--- config.mk ---
export PLATFORM = sky130hd
export DESIGN_NAME = jtag_host
export DESIGN_NICKNAME = d
export VERILOG_FILES = /design/src/rtl/jtag_host.sv
export SDC_FILE = /design/constraint.sdc
export NUM_CORES = 1
export LEC_CHECK = 0
export ABC_AREA = 1
export CAP_MARGIN = 5
export CORE_ASPECT_RATIO = 0.8
export CORE_MARGIN = 10
export CORE_UTILIZATION = 50
export CTS_CLUSTER_DIAMETER = 30
export DETAILED_ROUTE_END_ITERATION = 7
export GPL_TIMING_DRIVEN = 0
export PLACE_DENSITY = 0.77
export SYNTH_ARGS = -nofsm -noshare
export SYNTH_HDL_FRONTEND = slang
export SYNTH_SLANG_ARGS = --single-unit
--- constraint.sdc ---
create_clock -name clk_i -period 2.6 [get_ports clk_i]
set_input_delay 0.26 -clock clk_i [delete_from_list [all_inputs] [get_ports clk_i]]
set_output_delay 0.26 -clock clk_i [all_outputs]
set_load 0.01 [all_outputs]
--- src/rtl/jtag_host.sv ---
// jtag_host: word-level JTAG initiator. Turns RESET / IDLE / IR_SCAN / DR_SCAN
// commands into TCK/TMS/TDI waveforms, captures TDO, and tracks whether the
// target TAP is known to sit in RUN_TEST_IDLE. Every command starts and ends
// in RUN_TEST_IDLE.
//
// Optional feature: define JTAG_HOST_TRST_EN to add an active-low trst_o that
// is held low for the first two ticks of a RESET op.
//
// Handshakes (valid/ready): a command transfers on a clk edge where
// cmd_valid_i && cmd_ready_o; cmd_ready_o is high only while the host is idle
// and drops the clk after acceptance. A response transfers on a clk edge where
// rsp_valid_o && rsp_ready_i; rsp_valid_o, rsp_data_o and rsp_err_o are stable
// from the time rsp_valid_o rises until that edge. rsp_ready_i is ignored
// while rsp_valid_o is low, and cmd_ready_o is low in the handshake cycle, so
// a waiting command is taken one clk later.
module jtag_host #(
  parameter  int DIV     = 1,
  parameter  int MAX_LEN = 64,
  localparam int LW      = $clog2(MAX_LEN + 1)
) (
  input  logic               clk_i,
  input  logic               rst_ni,
  input  logic               cmd_valid_i,
  output logic               cmd_ready_o,
  input  logic [1:0]         cmd_op_i,
  input  logic [LW-1:0]      cmd_len_i,
  input  logic [MAX_LEN-1:0] cmd_data_i,
  output logic               rsp_valid_o,
  input  logic               rsp_ready_i,
  output logic [MAX_LEN-1:0] rsp_data_o,
  output logic               rsp_err_o,
  output logic               tck_o,
  output logic               tms_o,
  output logic               tdi_o,
  input  logic               tdo_i,
`ifdef JTAG_HOST_TRST_EN
  output logic               trst_o,
`endif
  output logic [2:0]         dbg_state_o,
  output logic               dbg_tap_known_o
);

  // Tick/segment index must hold both the 6-tick preambles and len-1.
  localparam int IW = (LW > 3) ? LW : 3;
  // Phase counter counts 0..DIV inside each half of a TCK period.
  localparam int CW = (DIV > 0) ? $clog2(DIV + 1) : 1;
  localparam logic [CW-1:0] DIVC = CW'(DIV);

  typedef enum logic [2:0] {
    ST_IDLE  = 3'd0,
    ST_PRE   = 3'd1,
    ST_SHIFT = 3'd2,
    ST_POST  = 3'd3,
    ST_RESP  = 3'd4
  } state_e;

  typedef enum logic [1:0] {
    OP_RESET = 2'd0,
    OP_IDLE  = 2'd1,
    OP_IR    = 2'd2,
    OP_DR    = 2'd3
  } op_e;

  typedef enum logic {
    TAP_UNKNOWN = 1'b0,
    TAP_RTI     = 1'b1
  } tap_e;

  state_e             state_q, state_d;
  op_e                op_q, op_d;
  logic [LW-1:0]      len_q, len_d;
  logic [MAX_LEN-1:0] sh_q, sh_d;
  logic [MAX_LEN-1:0] rsp_q, rsp_d;
  logic               err_q, err_d;
  logic [IW-1:0]      idx_q, idx_d;
  logic [CW-1:0]      cnt_q, cnt_d;
  logic               tck_q, tck_d;
  logic               tms_q, tms_d;
  logic               tdi_q, tdi_d;
  tap_e               tap_q, tap_d;

  logic               start_tick;
  logic               cmd_err;
  logic [LW-1:0]      sh_amt;
  logic [IW-1:0]      last_q, last_d;
  logic [IW-1:0]      pre_last;

  // TMS value for a tick, given the segment and index the tick belongs to.
  function automatic logic tms_for(input op_e op, input state_e st,
                                   input logic [IW-1:0] idx,
                                   input logic [IW-1:0] last);
    logic t;
    t = 1'b0;
    case (st)
      ST_PRE: begin
        case (op)
          OP_RESET: t = (idx < IW'(5));
          OP_IDLE:  t = 1'b0;
          OP_IR:    t = (idx < IW'(2));
          default:  t = (idx == '0);
        endcase
      end
      ST_SHIFT: t = (idx == last);
      ST_POST:  t = (idx == '0);
      default:  t = 1'b0;
    endcase
    return t;
  endfunction

  assign last_q = IW'(len_q) - IW'(1);
  assign last_d = IW'(len_d) - IW'(1);
  assign sh_amt = LW'(MAX_LEN) - cmd_len_i;

  // Rejection rules evaluated on the incoming command.
  always_comb begin
    cmd_err = 1'b0;
    if (cmd_len_i > LW'(MAX_LEN)) cmd_err = 1'b1;
    if ((cmd_len_i == '0) && (cmd_op_i != 2'd0)) cmd_err = 1'b1;
    if (cmd_op_i[1] && (tap_q == TAP_UNKNOWN)) cmd_err = 1'b1;
  end

  // Index of the last preamble tick for the latched op.
  always_comb begin
    case (op_q)
      OP_RESET: pre_last = IW'(5);
      OP_IDLE:  pre_last = last_q;
      OP_IR:    pre_last = IW'(3);
      default:  pre_last = IW'(2);
    endcase
  end

  // Next-state logic: command acceptance, TCK phase timing, segment stepping.
  always_comb begin
    state_d    = state_q;
    op_d       = op_q;
    len_d      = len_q;
    sh_d       = sh_q;
    rsp_d      = rsp_q;
    err_d      = err_q;
    idx_d      = idx_q;
    cnt_d      = cnt_q;
    tck_d      = tck_q;
    tms_d      = tms_q;
    tdi_d      = tdi_q;
    tap_d      = tap_q;
    start_tick = 1'b0;

    case (state_q)
      ST_IDLE: begin
        if (cmd_valid_i) begin
          op_d  = op_e'(cmd_op_i);
          len_d = cmd_len_i;
          rsp_d = '0;
          err_d = cmd_err;
          // Left-align the payload so the first bit to shift is the MSB.
          sh_d  = cmd_data_i << sh_amt;
          idx_d = '0;
          cnt_d = '0;
          tck_d = 1'b0;
          if (cmd_err) begin
            state_d = ST_RESP;
          end else begin
            state_d    = ST_PRE;
            start_tick = 1'b1;
          end
        end
      end

      ST_PRE, ST_SHIFT, ST_POST: begin
        if (!tck_q) begin
          if (cnt_q == DIVC) begin
            tck_d = 1'b1;
            cnt_d = '0;
          end else begin
            cnt_d = cnt_q + CW'(1);
          end
        end else if (cnt_q != DIVC) begin
          cnt_d = cnt_q + CW'(1);
        end else begin
          // Last clk of the high phase: sample TDO, fall TCK, begin next tick.
          tck_d      = 1'b0;
          cnt_d      = '0;
          start_tick = 1'b1;
          if (state_q == ST_SHIFT) rsp_d = {rsp_q[MAX_LEN-2:0], tdo_i};
          case (state_q)
            ST_PRE: begin
              if (idx_q == pre_last) begin
                idx_d = '0;
                if ((op_q == OP_RESET) || (op_q == OP_IDLE)) begin
                  state_d    = ST_RESP;
                  start_tick = 1'b0;
                  if (op_q == OP_RESET) tap_d = TAP_RTI;
                end else begin
                  state_d = ST_SHIFT;
                end
              end else begin
                idx_d = idx_q + IW'(1);
              end
            end
            ST_SHIFT: begin
              if (idx_q == last_q) begin
                idx_d   = '0;
                state_d = ST_POST;
              end else begin
                idx_d = idx_q + IW'(1);
              end
            end
            default: begin
              if (idx_q == IW'(1)) begin
                idx_d      = '0;
                state_d    = ST_RESP;
                start_tick = 1'b0;
              end else begin
                idx_d = idx_q + IW'(1);
              end
            end
          endcase
        end
      end

      ST_RESP: begin
        if (rsp_ready_i) state_d = ST_IDLE;
      end

      default: state_d = ST_IDLE;
    endcase

    // TMS/TDI change only at the start of a tick's low phase.
    if (start_tick) begin
      tms_d = tms_for(op_d, state_d, idx_d, last_d);
      if (state_d == ST_SHIFT) begin
        tdi_d = sh_d[MAX_LEN-1];
        sh_d  = {sh_d[MAX_LEN-2:0], 1'b0};
      end else begin
        tdi_d = 1'b0;
      end
    end else if ((state_d == ST_RESP) || (state_d == ST_IDLE)) begin
      tdi_d = 1'b0;
    end
  end

  // State registers; reset forces TCK low and forgets the TAP state.
  always_ff @(posedge clk_i or negedge rst_ni) begin
    if (!rst_ni) begin
      state_q <= ST_IDLE;
      op_q    <= OP_RESET;
      len_q   <= '0;
      sh_q    <= '0;
      rsp_q   <= '0;
      err_q   <= 1'b0;
      idx_q   <= '0;
      cnt_q   <= '0;
      tck_q   <= 1'b0;
      tms_q   <= 1'b1;
      tdi_q   <= 1'b0;
      tap_q   <= TAP_UNKNOWN;
    end else begin
      state_q <= state_d;
      op_q    <= op_d;
      len_q   <= len_d;
      sh_q    <= sh_d;
      rsp_q   <= rsp_d;
      err_q   <= err_d;
      idx_q   <= idx_d;
      cnt_q   <= cnt_d;
      tck_q   <= tck_d;
      tms_q   <= tms_d;
      tdi_q   <= tdi_d;
      tap_q   <= tap_d;
    end
  end

`ifdef JTAG_HOST_TRST_EN
  logic trst_q, trst_d;

  // TRST is low for ticks 0 and 1 of a RESET op, updated with TMS.
  always_comb begin
    trst_d = trst_q;
    if (start_tick) begin
      trst_d = !((op_d == OP_RESET) && (state_d == ST_PRE) && (idx_d < IW'(2)));
    end else if ((state_d == ST_RESP) || (state_d == ST_IDLE)) begin
      trst_d = 1'b1;
    end
  end

  // TRST register, deasserted (high) out of reset.
  always_ff @(posedge clk_i or negedge rst_ni) begin
    if (!rst_ni) trst_q <= 1'b1;
    else         trst_q <= trst_d;
  end

  assign trst_o = trst_q;
`endif

  assign cmd_ready_o     = (state_q == ST_IDLE);
  assign rsp_valid_o     = (state_q == ST_RESP);
  assign rsp_data_o      = rsp_q;
  assign rsp_err_o       = err_q;
  assign tck_o           = tck_q;
  assign tms_o           = tms_q;
  assign tdi_o           = tdi_q;
  assign dbg_state_o     = state_q;
  assign dbg_tap_known_o = (tap_q == TAP_RTI);

endmodule

Yosys cells after proc, flatten, opt, wreduce, memory -nomap -nowiden
Index checks and enable logic that the tools add are counted.

$add $sub $neg: 5. Multipliers: 0. Divide/modulo/power cells: 0. Magnitude comparators: 3. Eq/ne operators: 20. Shift operators: 1. Mux-type cells: 57. Bitwise logic cells: 1. Reductions and logical operators: 18.

Operators with widths (number): 64-bit two-way mux (8); 64-bit case mux with 2 select lines (1); 64-bit by 7-bit left shift with 64-bit output (1); 7-bit two-way mux (8); 7-bit case mux with 2 select lines (2); 3-bit two-way mux (9); 7-bit == test (3); 7-bit case mux with 3 select lines (1); 1-bit two-way mux (18); 7-bit zero test (2); 7-bit by 1-bit subtractor with 7-bit output, second input constant (2); 3-bit by 2-bit == test with 1-bit output, second input constant (4); 3-bit case mux with 3 select lines (1); 2-bit != test, second input constant (4); 1-bit case mux with 2 select lines (4); 7-bit by 1-bit adder with 7-bit output, second input constant (1); 7-bit by 1-bit == test with 1-bit output, second input constant (1); 7-bit greater-than comparator, second input constant (1); 7-bit by 2-bit < comparator with 1-bit output, second input constant (1); 7-bit by 3-bit < comparator with 1-bit output, second input constant (1); 7-bit AND reduction (1); 7-bit subtractor, first input constant (1); 3-bit by 1-bit == test with 1-bit output, second input constant (2); 3-bit == test, second input constant (2); 15 further kinds (26).

Bits in registers: 153. Latch bits: 0. RAM bits: 0. Memory bits (read-only): 0. Bits of input ports: 78. Output and inout port bits: 74. Word-level logic and storage cells: 117. Memories kept: 0.

Depth between registers and ports, before layout
Gate-level depths: netlist of run 1.

Depth in word-level cells: 12. Depth in mapped cells: 24.

Worst setup path before layout of run 1
Ideal clock, no wire load.

Path type: input to register. Start: input port cmd_len_i[0]. End: register sh_q[47]. Library setup time: 0.136 ns. Arrival: 2.674 ns. Required time: 2.464 ns. Setup slack: -0.210 ns. Stages on the path: 17. Cells stage by stage: buf_2 -> inv_1 -> buf_2 -> buf_2 -> ha_1 -> buf_2 -> clkbuf_1 -> buf_2 -> nand3_1 -> o21ai_0 -> mux2i_1 -> mux2i_1 -> nand2_1 -> a221oi_1 -> inv_1 -> nor2_1 -> a21oi_1.

Cells in the longest elaborated chain, start to end: 10. Elaborated cells on any way between the ends: 19. Those cells by class: add/sub (1); order compare (1); eq/ne (1); shift (1); mux (13); reduce/logical (2).

RTL lines: start: declaration (RTL line 26) `input logic [LW-1:0] cmd_len_i,`; branches (longest 9 deep; another with 7-bit subtractor); 64-bit two-way mux * (RTL line 229) `if (start_tick) begin`; net sh_d[47] (RTL line 72) `logic [MAX_LEN-1:0] sh_q, sh_d;`; end signal: assignment (RTL line 248) `sh_q <= '0;`; end signal: assignment (RTL line 261) `sh_q <= sh_d;`; end: declaration (RTL line 72).

Mark *: on every way through the listed nets, which the timed path passes. A chain may end at the register's enable or synchronous reset.

Final worst setup path of run 1
Start: register len_q[0]. End: register sh_q[33].

Cells in the longest elaborated chain, start to end: 11. Elaborated cells on any way between the ends: 18. Those cells by class: add/sub (1); eq/ne (3); mux (14).

RTL lines: start: declaration (RTL line 71) `logic [LW-1:0] len_q, len_d;`; start signal: assignment (RTL line 260) `len_q <= len_d;`; 7-bit by 1-bit subtractor with 7-bit output * (RTL line 110) `assign last_q = IW'(len_q) - IW'(1);`; 7-bit case mux with 3 select lines (RTL line 124) `case (op_q)`; 7-bit == test (RTL line 187) `if (idx_q == pre_last) begin`; 3-bit two-way mux (RTL line 187); 3-bit case mux with 2 select lines * (RTL line 185) `case (state_q)`; 3-bit two-way mux * (RTL line 177) `end else if (cnt_q != DIVC) begin`; 3-bit two-way mux * (RTL line 170) `if (!tck_q) begin`; 3-bit case mux with 3 select lines * (RTL line 148) `case (state_q)`; net state_d[1] (RTL line 69) `state_e state_q, state_d;`; 3-bit by 2-bit == test with 1-bit output * (RTL line 231) `if (state_d == ST_SHIFT) begin`; 64-bit two-way mux * (RTL line 231); 64-bit two-way mux * (RTL line 229); net sh_d[33] (RTL line 72).

The timed path passes the listed nets; every way through them passes the cells marked *.

==> summary.txt, run 1 <==
Outcome - complete, but fails checks
Failing checks - negative setup slack
Crit path DAT - 3.04 ns
Final Cycle Share - 105%
Bufs and invs on worst path - 5
Nets - 1959
Initial Util - 51.2%
CP endpoint kind - flip-flop
Vias in the first global route - 11700
Syn. warnings - 0
Root Driver - clkbuf_16
Max-Cap Viols - 0
Crit. Startpoint - len_q[0]$_DFF_PN0_
Mapped Area - 11100 um^2
CP top delay family - simple AND/OR/NAND/NOR gates
Vias per std cell - 5.82
Post-synth cell types - 48
Setup WS post-layout - -0.135 ns
H-tree Lvls - 4
Seq/Total Area, Yosys - 34.5%
Row cnt - 48
Die width - 187 um
PwrDens - 749 nW/um^2
Fmax - 0.366 GHz
Chip height - 153 um
WS Path Type - reg -> reg
Least-Margin Pin Slew - 0.653 ns
Total Wirelength - 40600 um
Synth top area cells - dfrtp_1, nand2_1, o21ai_0, nand3_1, nor2_1
Clock sink total - 153
Hpwl dp - 31000 um
CTS tree - yes
Final core utilization - 66.6%
Area Growth Syn to Fin - 30.1%
R2R setup slack - -0.14 ns
Crit path cell chain - inv_2, ha_4, buf_4, nand2_1, nand3_1, nand2_1, nand2_1, nand4_1, nor2_1, nand2_2, nand2_4, o21ai_2, o21ai_4, inv_2, nor2_4, nand2_8, buf_6, buf_4, mux2_2
RSZ-0062 raised after global routing - true
CP required - 2.91 ns
Port Buffer Count - 150
Min-delay src - cmd_len_i[0]
Via count - 12700
Num ports - 152
Slowest cell on the critical path - dfrtp_1
Max incr delay on CP - 0.40 ns
Top_reg_cell synth - dfrtp_1
Die area - 28600 um^2
Largest net degree at the start of global routing - 95
Final Hold Vio Count - 0
Reg2reg start - len_q[0]$_DFF_PN0_
Core area - 21700 um^2
Critical Path Start Type - flip-flop
Clock-pin slew on the worst setup and hold paths - 0.07 ns
DRT iter0 DRCs - 1453
Overall Global Routing Usage - 27.2%
Critical R2R Capture - sh_q[33]$_DFF_PN0_
Number of diodes - 0
Setup Skew - 0.0131 ns
Number of synthesized register bits - 153
Period minus WS final - 2.74 ns
Initial antenna violation count - 0
Min-Delay Path Class - in -> reg
GP Congestion - 1.04
First-pass GRT wire length - 64000 um
Max clock buf depth - 2
Top cell type's share of synthesized area - 34.3%
# setup viols final - 63
Overflow after GRT - 0
DR pass1 iterations - 6
CTS buffer count - 17
Hold Path End - len_q[0]$_DFF_PN0_
WHS Path Cells - 3
Static Leakage - 0.00718 uW
Peak supply drop - 0.000504 V
Clock Latency Late Sink - 0.43 ns
Syn Area/Cell - 6.61 um^2
Number of flops mapped to enable cells by yosys - 0
DRC - 0
Mapped Nets - 1763
Layout cells sized above 1 - 14.1%
DRT antenna net count - 0
Async set-or-reset flop fraction in the synthesized netlist - 100%
Post-Place Worst Slack - -1.07 ns
Post-synthesis cell count - 1679
Cell repeated most along the worst path - nand2_1
Avg WL per Cell - 18.5 um
Fillcell total - 1951
Cell accounting for the most synthesized area - dfrtp_1
CP max FO - 5
Relative slew slack - 56.5%
Slew Limit Fails - 0
R2R depth - 19
## sequential cells by signal (all words and copies together) (netlist names)
register,count
dbg_state_o,3
tdi_o,1
cnt_q,1
idx_q,7
tms_o,1
rsp_err_o,1
tck_o,1
len_q,7
op_q,2
rsp_data_o,64
dbg_tap_known_o,1
sh_q,64
## through the flow
step                      power [uW]  instances  setup TNS, ns  instance area (um^2)  hold slack [ns]
after floorplan                 6110       1679              0                 11200          -0.0356
after global placement          7490       2129        -821.40                 13100            0.460
after detailed placement        7570       2130         -58.15                 13100            0.289
after CTS                      10500       2180         -0.970                 14100            0.332
after global routing           11400       2188         -12.14                 14400            0.354
final                          10800       2188          -3.10                 14400            0.354
## tightest hold or removal path: stages
cell     delay (ns)
buf_2          0.15
inv_1          0.17
o21ai_2        0.14
## per-layer routing
layer	global-route usage [%]	vias to the layer above	share of wire (%)
li1	-	6009	-
met1	37.9	6094	45
met2	41.2	568	43
met3	7.89	62	10
met4	4.75	0	1.5
met5	0	-	0
## cell usage after synthesis, types with 2 or more instances
cell type	number
nand3b_1	2
mux2_4	16
xor2_1	12
buf_4	4
nor2_2	4
ha_1	6
a32oi_1	2
inv_1	95
clkbuf_1	77
nand3_1	171
dfrtp_1	152
nand2_1	538
buf_1	9
o21a_1	4
o22ai_1	6
a221oi_1	7
o21ai_0	247
o311ai_0	2
nor2_1	105
or2_2	4
o221ai_1	2
buf_2	24
buf_6	4
o211ai_1	23
nand2_2	3
a31oi_1	6
mux2i_1	29
a21oi_1	65
inv_2	8
o21ai_1	7
a22oi_1	6
nor3_1	17
nand4_1	7
## cell usage in the layout, fill, tap and decap left out, drive strengths merged, types with 4 or more instances in the layout
| cell | n |
|---|---|
| nand4 | 7 |
| o22ai | 6 |
| inv | 113 |
| nand2 | 543 |
| buf | 68 |
| clkinv | 4 |
| clkdlybuf4s50 | 149 |
| nand3 | 172 |
| o211ai | 23 |
| a21oi | 65 |
| mux2i | 29 |
| o21a | 4 |
| clkbuf | 93 |
| xor2 | 12 |
| a22oi | 6 |
| nor3 | 17 |
| nor2 | 110 |
| or2 | 5 |
| o21ai | 256 |
| a221oi | 7 |
| mux2 | 17 |
| a31oi | 6 |
| dfrtp | 152 |
| ha | 6 |
## worst max-delay path by stage
stage                                    end  depth (start not counted)  slack [ns]
after CTS                 sh_q[33]$_DFF_PN0_                         20       -0.10
after global routing       tms_o$_DFFE_PN1P_                         23       -0.27
final                     sh_q[33]$_DFF_PN0_                         19       -0.14
after floorplan           sh_q[34]$_DFF_PN0_                         18        0.03
after detailed placement  sh_q[60]$_DFF_PN0_                         15       -1.07
after global placement    sh_q[54]$_DFF_PN0_                          1       -5.04
## kinds of logic (layout without fill, tap and decap cells)
kind of cell | Yosys count | after routing | share of synthesized area [%]
simple gates | 856 | 857 | 31.8
compound gates | 383 | 383 | 18.8
buf+inv | 222 | 430 | 8.18
flops | 153 | 153 | 34.5
mux | 46 | 46 | 4.88
xor+xnor | 13 | 13 | 1.09
fa+ha+maj | 6 | 6 | 0.676
## layout make-up
cell class              count  area (um^2)  area share (%)
multi-input cells        1305         6720            46.5
well taps                 300          375            2.60
inverters                 104          404            2.80
repair buffers            177         1760            12.1
plain buffers             117          746            5.16
flip-flops and latches    153         3830            26.5
clock buffers              17          425            2.94
clock inverters            15          195            1.35
## report_power, final
group	switching, uW	total [uW]	internal [uW]
sequential	236	3070	2830
clock	1160	2630	1470
combinational	3310	5110	1800
total	4710	10800	6110
## what timing repair did
action / CTS / global route
pin swaps: 21 / 24
cloned: 2 / 0
hold buffers: 1 / 0
setup endpoints to repair: 126 / 126
resized for setup: 128 / 144
buffers inserted: 16 / 8
endpoints found under the hold margin: 59 / 0
(Power assumes the default switching activity.)
==> inputs of run 2 (changes only) <==
Settings changed: PLACE_DENSITY 0.77 to 0.85.
==> summary.txt, run 2 (same netlist as run 1, synthesis figures left out) <==
DRT antenna net count - 0 (unchanged)
DRC - 0 (unchanged)
Most common cell after layout, fill and taps aside - nand2_1
Layout cells sized above 1 - 16.4% (+2.3 points)
Period minus WS final - 2.75 ns (+0.0147 ns)
Setup Skew - 0.00961 ns (-0.00353 ns)
Peak supply drop - 0.000485 V (-3.7%)
Critical Path Start Type - flip-flop
Hpwl dp - 31100 um (+0.33%)
Total Wirelength - 42000 um (+3.5%)
Core area - 21700 um^2 (unchanged)
Comb pwr share - 48.3% (+1.0 points)
CP endpoint kind - flip-flop
Chip height - 153 um (unchanged)
Reg2reg start - dbg_state_o[2]$_DFF_PN0_
Psw - 4820 uW (+2.5%)
Via count - 13000 (+2.1%)
Overflow after GRT - 0 (unchanged)
DRT iter0 DRCs - 1544 (+6.3%)
Critical R2R Capture - sh_q[33]$_DFF_PN0_
Vias per std cell - 5.94 (+2.0%)
Row cnt - 48 (unchanged)
First-pass GRT wire length - 65700 um (+2.5%)
Cell repeated most along the worst path - nand2_1
Max-Cap Viols - 0 (unchanged)
Slowest cell on the critical path - dfrtp_1
GP Congestion - 1.02 (-2.3%)
Num ports - 152 (unchanged)
CP required - 2.91 ns (about the same)
Avg WL per Cell - 19.2 um (+3.4%)
Overall Global Routing Usage - 28.0% (+0.76 points)
Slew Limit Fails - 0 (unchanged)
Setup WS post-layout - -0.150 ns (-0.0147 ns)
CP max FO - 8 (+3)
Clock-pin slew on the worst setup and hold paths - 0.07 ns (about the same)
CTS tree - yes
H-tree Lvls - 4 (unchanged)
Min-delay src - cmd_len_i[0]
Die area - 28600 um^2 (unchanged)
Die width - 187 um (unchanged)
Static Leakage - 0.00718 uW (about the same)
Vias in the first global route - 12200 (+4.2%)
PwrDens - 735 nW/um^2 (-1.8%)
Fmax - 0.364 GHz (-0.54%)
Max clock buf depth - 2 (unchanged)
Post-Place Worst Slack - -1.03 ns (+0.0404 ns)
Crit path DAT - 3.06 ns (+0.02 ns)
Relative slew slack - 54.7% (-1.8 points)
Outcome - complete, but fails checks
Hold Slack - 0.363 ns (+0.00881 ns)
Max incr delay on CP - 0.45 ns (+0.05 ns)
Hold Path End - len_q[0]$_DFF_PN0_
Final Cycle Share - 106% (+0.57 points)
CTS buffer count - 17 (unchanged)
Least-Margin Pin Slew - 0.680 ns (+0.0270 ns)
Area Growth Syn to Fin - 32.4%
DR pass1 iterations - 6 (unchanged)
Sequential fraction of design power - 28.6% (+0.2 points)
Final Hold Vio Count - 0 (unchanged)
Initial Util - 51.2% (unchanged)
Clock Latency Late Sink - 0.44 ns (about the same)
R2R setup slack - -0.15 ns (about the same)
Crit path cell chain - nor2_2, nand2_1, nand2_1, o21ai_1, inv_1, nand2_1, inv_1, nand2_2, nand3_4, nor2_4, buf_6, nand2_8, mux2_2
R2R depth - 13 (-6)
Nets - 1962 (+0.15%)
Switching share of power - 44.6% (+1.1 points)
Number of diodes - 0 (unchanged)
P_int - 5990 uW (-2.0%)
# setup viols final - 66 (+4.8%)
Root Driver - clkbuf_16
Clock power share - 23.1% (-1.3 points)
Final core utilization - 67.8% (+1.2 points)
Port Buffer Count - 150 (unchanged)
Failing checks - negative setup slack
RSZ-0062 raised after global routing - true
Min-Delay Path Class - in -> reg
Commonest non-fill, non-tap cells in the layout - nand2_1, o21ai_0, nand3_1
Clock sink total - 153 (unchanged)
Largest net degree at the start of global routing - 90 (-5.3%)
WS Path Type - reg -> reg
Initial antenna violation count - 0 (unchanged)
WHS Path Cells - 3 (unchanged)
## run 2: cell count changes in the layout (fill, tap and decap cells not counted), sizes merged
cell,change
inv,-2
clkinv,+4
bufinv,-2
clkbuf,-6
buf,+9
## run 2: metal layers
layer  share of wire (%)  track usage [%]  vias to the layer above
met2                  46             44.3                      712
li1                    -                -                     6002
met4                 1.8             7.44                        0
met3                 9.7             5.43                       74
met1                  43             38.1                     6217
met5                   0                0                        -
## run 2: worst max-delay path: cells and delay by family (launching register included)
kind | cells | cell delay (ns)
compound gates | 1 | 0.07
buf+inv | 3 | 0.51
flops | 1 | 0.45
mux | 1 | 0.38
simple gates | 8 | 1.22
## run 2: area by class of cell
class	instances	area, um^2
well taps	300	375
flip-flops and latches	153	3830
fillers	1855	6980
plain buffers	117	724
multi-input cells	1305	6930
inverters	104	404
clock inverters	15	174
clock buffers	17	425
repair buffers	180	1850
## run 2: power groups by stage
| stage | clock network (uW) | logic (uW) | registers [uW] |
|---|---|---|---|
| finish | 2500 | 5220 | 3090 |
| global route | 2610 | 5690 | 3130 |
| CTS | 2500 | 4800 | 3060 |
| detailed placement | 0 | 4440 | 3100 |
| global placement | 0 | 4350 | 3090 |
| floorplan | 0 | 3050 | 3060 |
## run 2: how the worst max path moves through the flow
stage | start | end | slack, ns | cells after the start
5_1_grt | len_q[0]$_DFF_PN0_ | tms_o$_DFFE_PN1P_ | -0.28 | 25
4_1_cts | len_q[0]$_DFF_PN0_ | sh_q[45]$_DFF_PN0_ | -0.11 | 21
2_1_floorplan | cmd_len_i[0] | sh_q[34]$_DFF_PN0_ | 0.03 | 18
3_3_place_gp | rst_ni | sh_q[53]$_DFF_PN0_ | -4.90 | 1
3_5_place_dp | cmd_len_i[0] | sh_q[60]$_DFF_PN0_ | -1.03 | 15
6_report | dbg_state_o[2]$_DFF_PN0_ | sh_q[33]$_DFF_PN0_ | -0.15 | 13
## run 2: repair_timing
action | in CTS | in global routing
setup endpoints to repair | 126 | 126
endpoints found under the hold margin | 63 | 0
cloned | 6 | 1
resized for setup | 181 | 138
buffers inserted | 17 | 5
pin swaps | 21 | 24
hold buffers | 1 | 0
## run 2: metrics by stage
stage	cell area (um^2)	cells	setup TNS, ns	total power (uW)
6_report	14700	2191	-4.65	10800
3_3_place_gp	13100	2129	-800.67	7440
3_5_place_dp	13100	2130	-62.34	7540
5_1_grt	14700	2191	-15.16	11400
4_1_cts	14300	2185	-2.50	10400
2_1_floorplan	11200	1679	0	6110
==> inputs of run 3 (changes only) <==
Settings changed: SKIP_CTS_REPAIR_TIMING set to 1.
==> summary.txt, run 3 (same netlist as run 1, synthesis figures left out) <==
Number of diodes - 0 (unchanged)
Routing usage on met3 - 4.84% (-0.59 points)
Final Instance Area - 14400 um^2 (-1.9%)
Core area - 21700 um^2 (unchanged)
GP Congestion - 1.02 (unchanged)
Setup WS post-layout - -0.346 ns (-0.196 ns)
Max-Cap Viols - 0 (unchanged)
Psw - 4770 uW (-1.1%)
WHS Path Cells - 3 (unchanged)
H-tree Lvls - 4 (unchanged)
Relative slew slack - 55.7% (+1.0 points)
Clock-pin slew on the worst setup and hold paths - 0.07 ns (about the same)
Switching share of power - 44.6% (about the same)
Layout cells sized above 1 - 13.9% (-2.5 points)
# setup viols final - 66 (unchanged)
Row cnt - 48 (unchanged)
Crit path DAT - 3.25 ns (+0.19 ns)
Slew Limit Fails - 0 (unchanged)
GR peak layer - met2
Nets - 1954 (-0.41%)
Vias per std cell - 5.92 (-0.21%)
Via count - 12900 (-0.58%)
Static Leakage - 0.00712 uW (-0.79%)
R2R depth - 22 (+9)
Period minus WS final - 2.95 ns (+0.196 ns)
Peak supply drop - 0.000538 V (+11%)
CP endpoint kind - flip-flop
Initial antenna violation count - 0 (unchanged)
Setup Skew - 0.00965 ns (+0.0000373 ns)
P_int - 5920 uW (-1.1%)
Total Wirelength - 41500 um (-1.1%)
Least-Margin Pin Slew - 0.665 ns (-0.0151 ns)
Final Cycle Share - 113% (+7.5 points)
Avg WL per Cell - 19.0 um (-0.78%)
Overflow after GRT - 0 (unchanged)
Outcome - complete, but fails checks
Design Power - 10700 uW (-1.1%)
RSZ-0062 raised after global routing - true
CTS buffer count - 17 (unchanged)
Max clock buf depth - 2 (unchanged)
DRC - 0 (unchanged)
Area Growth Syn to Fin - 30.0%
DRT iter0 DRCs - 1580 (+2.3%)
Min-Delay Path Class - in -> reg
Commonest non-fill, non-tap cells in the layout - nand2_1, o21ai_0, nand3_1
PwrDens - 741 nW/um^2 (+0.77%)
Die width - 187 um (unchanged)
Clock power share - 23.4% (+0.3 points)
Met1 Usage GRT - 37.5% (-0.65 points)
Chip height - 153 um (unchanged)
Overall Global Routing Usage - 27.0% (-0.97 points)
Final Hold Vio Count - 0 (unchanged)
Post-DP Area - 13100 um^2 (unchanged)
Most common cell after layout, fill and taps aside - nand2_1
Hpwl dp - 31100 um (unchanged)
Critical Path Start Type - flip-flop
Num ports - 152 (unchanged)
WS Path Type - reg -> reg
Clock Latency Late Sink - 0.44 ns (about the same)
Comb pwr share - 47.7% (-0.6 points)
Largest net degree at the start of global routing - 90 (unchanged)
CTS tree - yes
Port Buffer Count - 150 (unchanged)
CP max FO - 6 (-2)
Die area - 28600 um^2 (unchanged)
First-pass GRT wire length - 63500 um (-3.4%)
Clock sink total - 153 (unchanged)
Sequential fraction of design power - 29.0% (+0.4 points)
Global-route met2 utilization - 42.5% (-1.8 points)
Fmax - 0.339 GHz (-6.7%)
Initial Util - 51.2% (unchanged)
DR pass1 iterations - 6 (unchanged)
Vias in the first global route - 11800 (-3.5%)
DRT antenna net count - 0 (unchanged)
CP required - 2.91 ns (about the same)
Failing checks - negative setup slack
Root Driver - clkbuf_16
==> run 3: cell count changes in the layout (fill, tap and decap cells not counted), sizes merged <==
cell    previous run  this run
clkbuf            87       101
inv              111       112
buf               77        55
clkinv             8         7
==> run 3: path summary, 6_finish.rpt <==
path,startpoint,to,slack (ns)
min,cmd_len_i[0],len_q[0]$_DFF_PN0_,0.36
max in group asynchronous,rst_ni,sh_q[49]$_DFF_PN0_,1.35
min in group asynchronous,rst_ni,rsp_data_o[59]$_DFFE_PN0P_,0.40
min reg2reg,dbg_tap_known_o$_DFFE_PN0P_,dbg_tap_known_o$_DFFE_PN0P_,0.48
max,len_q[0]$_DFF_PN0_,sh_q[6]$_DFF_PN0_,-0.35
max reg2reg,len_q[0]$_DFF_PN0_,sh_q[6]$_DFF_PN0_,-0.35
==> run 3: stage by stage <==
| step | worst slack (ns) | std cells | utilization [%] | hold slack [ns] | setup TNS [ns] |
|---|---|---|---|---|---|
| 6_report | -0.346 | 2183 | 66.6 | 0.363 | -17.63 |
| 5_1_grt | -0.517 | 2183 | 66.6 | 0.371 | -30.04 |
| 2_1_floorplan | 0.0342 | 1679 | - | -0.0356 | 0 |
| 4_1_cts | -0.593 | 2162 | 63.1 | -0.176 | -31.34 |
| 3_3_place_gp | -4.90 | 2129 | 60.2 | 0.466 | -800.67 |
| 3_5_place_dp | -1.03 | 2130 | 60.3 | 0.291 | -62.34 |
==> run 3: power by group through the flow <==
stage / Sequential, uW / Clock, uW / Combinational, uW
detailed placement: 3100 / 0 / 4440
global placement: 3090 / 0 / 4350
global route: 3140 / 2620 / 5560
CTS: 3060 / 2500 / 4480
floorplan: 3060 / 0 / 3050
finish: 3100 / 2500 / 5100
==> run 3: layer usage <==
| layer | vias up | routed length, um |
|---|---|---|
| met5 | - | 0 |
| met4 | 0 | 958 |
| met3 | 88 | 3900 |
| met2 | 682 | 18800 |
| met1 | 6168 | 17800 |
| li1 | 5992 | - |
==> run 3: critical path, cell delays in order, from the launching register on <==
cell	delay, ns
dfrtp_2	0.45
inv_4	0.11
ha_4	0.15
inv_2	0.05
nor2_4	0.13
nand3_2	0.09
nand2_2	0.08
nand2_1	0.06
nand2_2	0.08
nand3_2	0.08
nor2_2	0.12
nand2_2	0.10
nand2_4	0.11
nand3_1	0.13
nand2_2	0.13
nand3_4	0.10
nor2_4	0.19
buf_12	0.14
nand2_8	0.08
buf_12	0.15
clkbuf_16	0.16
nand2_2	0.06
o21ai_1	0.07
==> run 3: final cells by class <==
class / instances / area (um^2)
Fill cell: 1897 / 7250
Multi-Input combinational cell: 1305 / 6780
Sequential cell: 153 / 3830
Timing Repair Buffer: 172 / 1780
Buffer: 117 / 678
Clock buffer: 17 / 425
Inverter: 104 / 395
Tap cell: 300 / 375
Clock inverter: 15 / 174
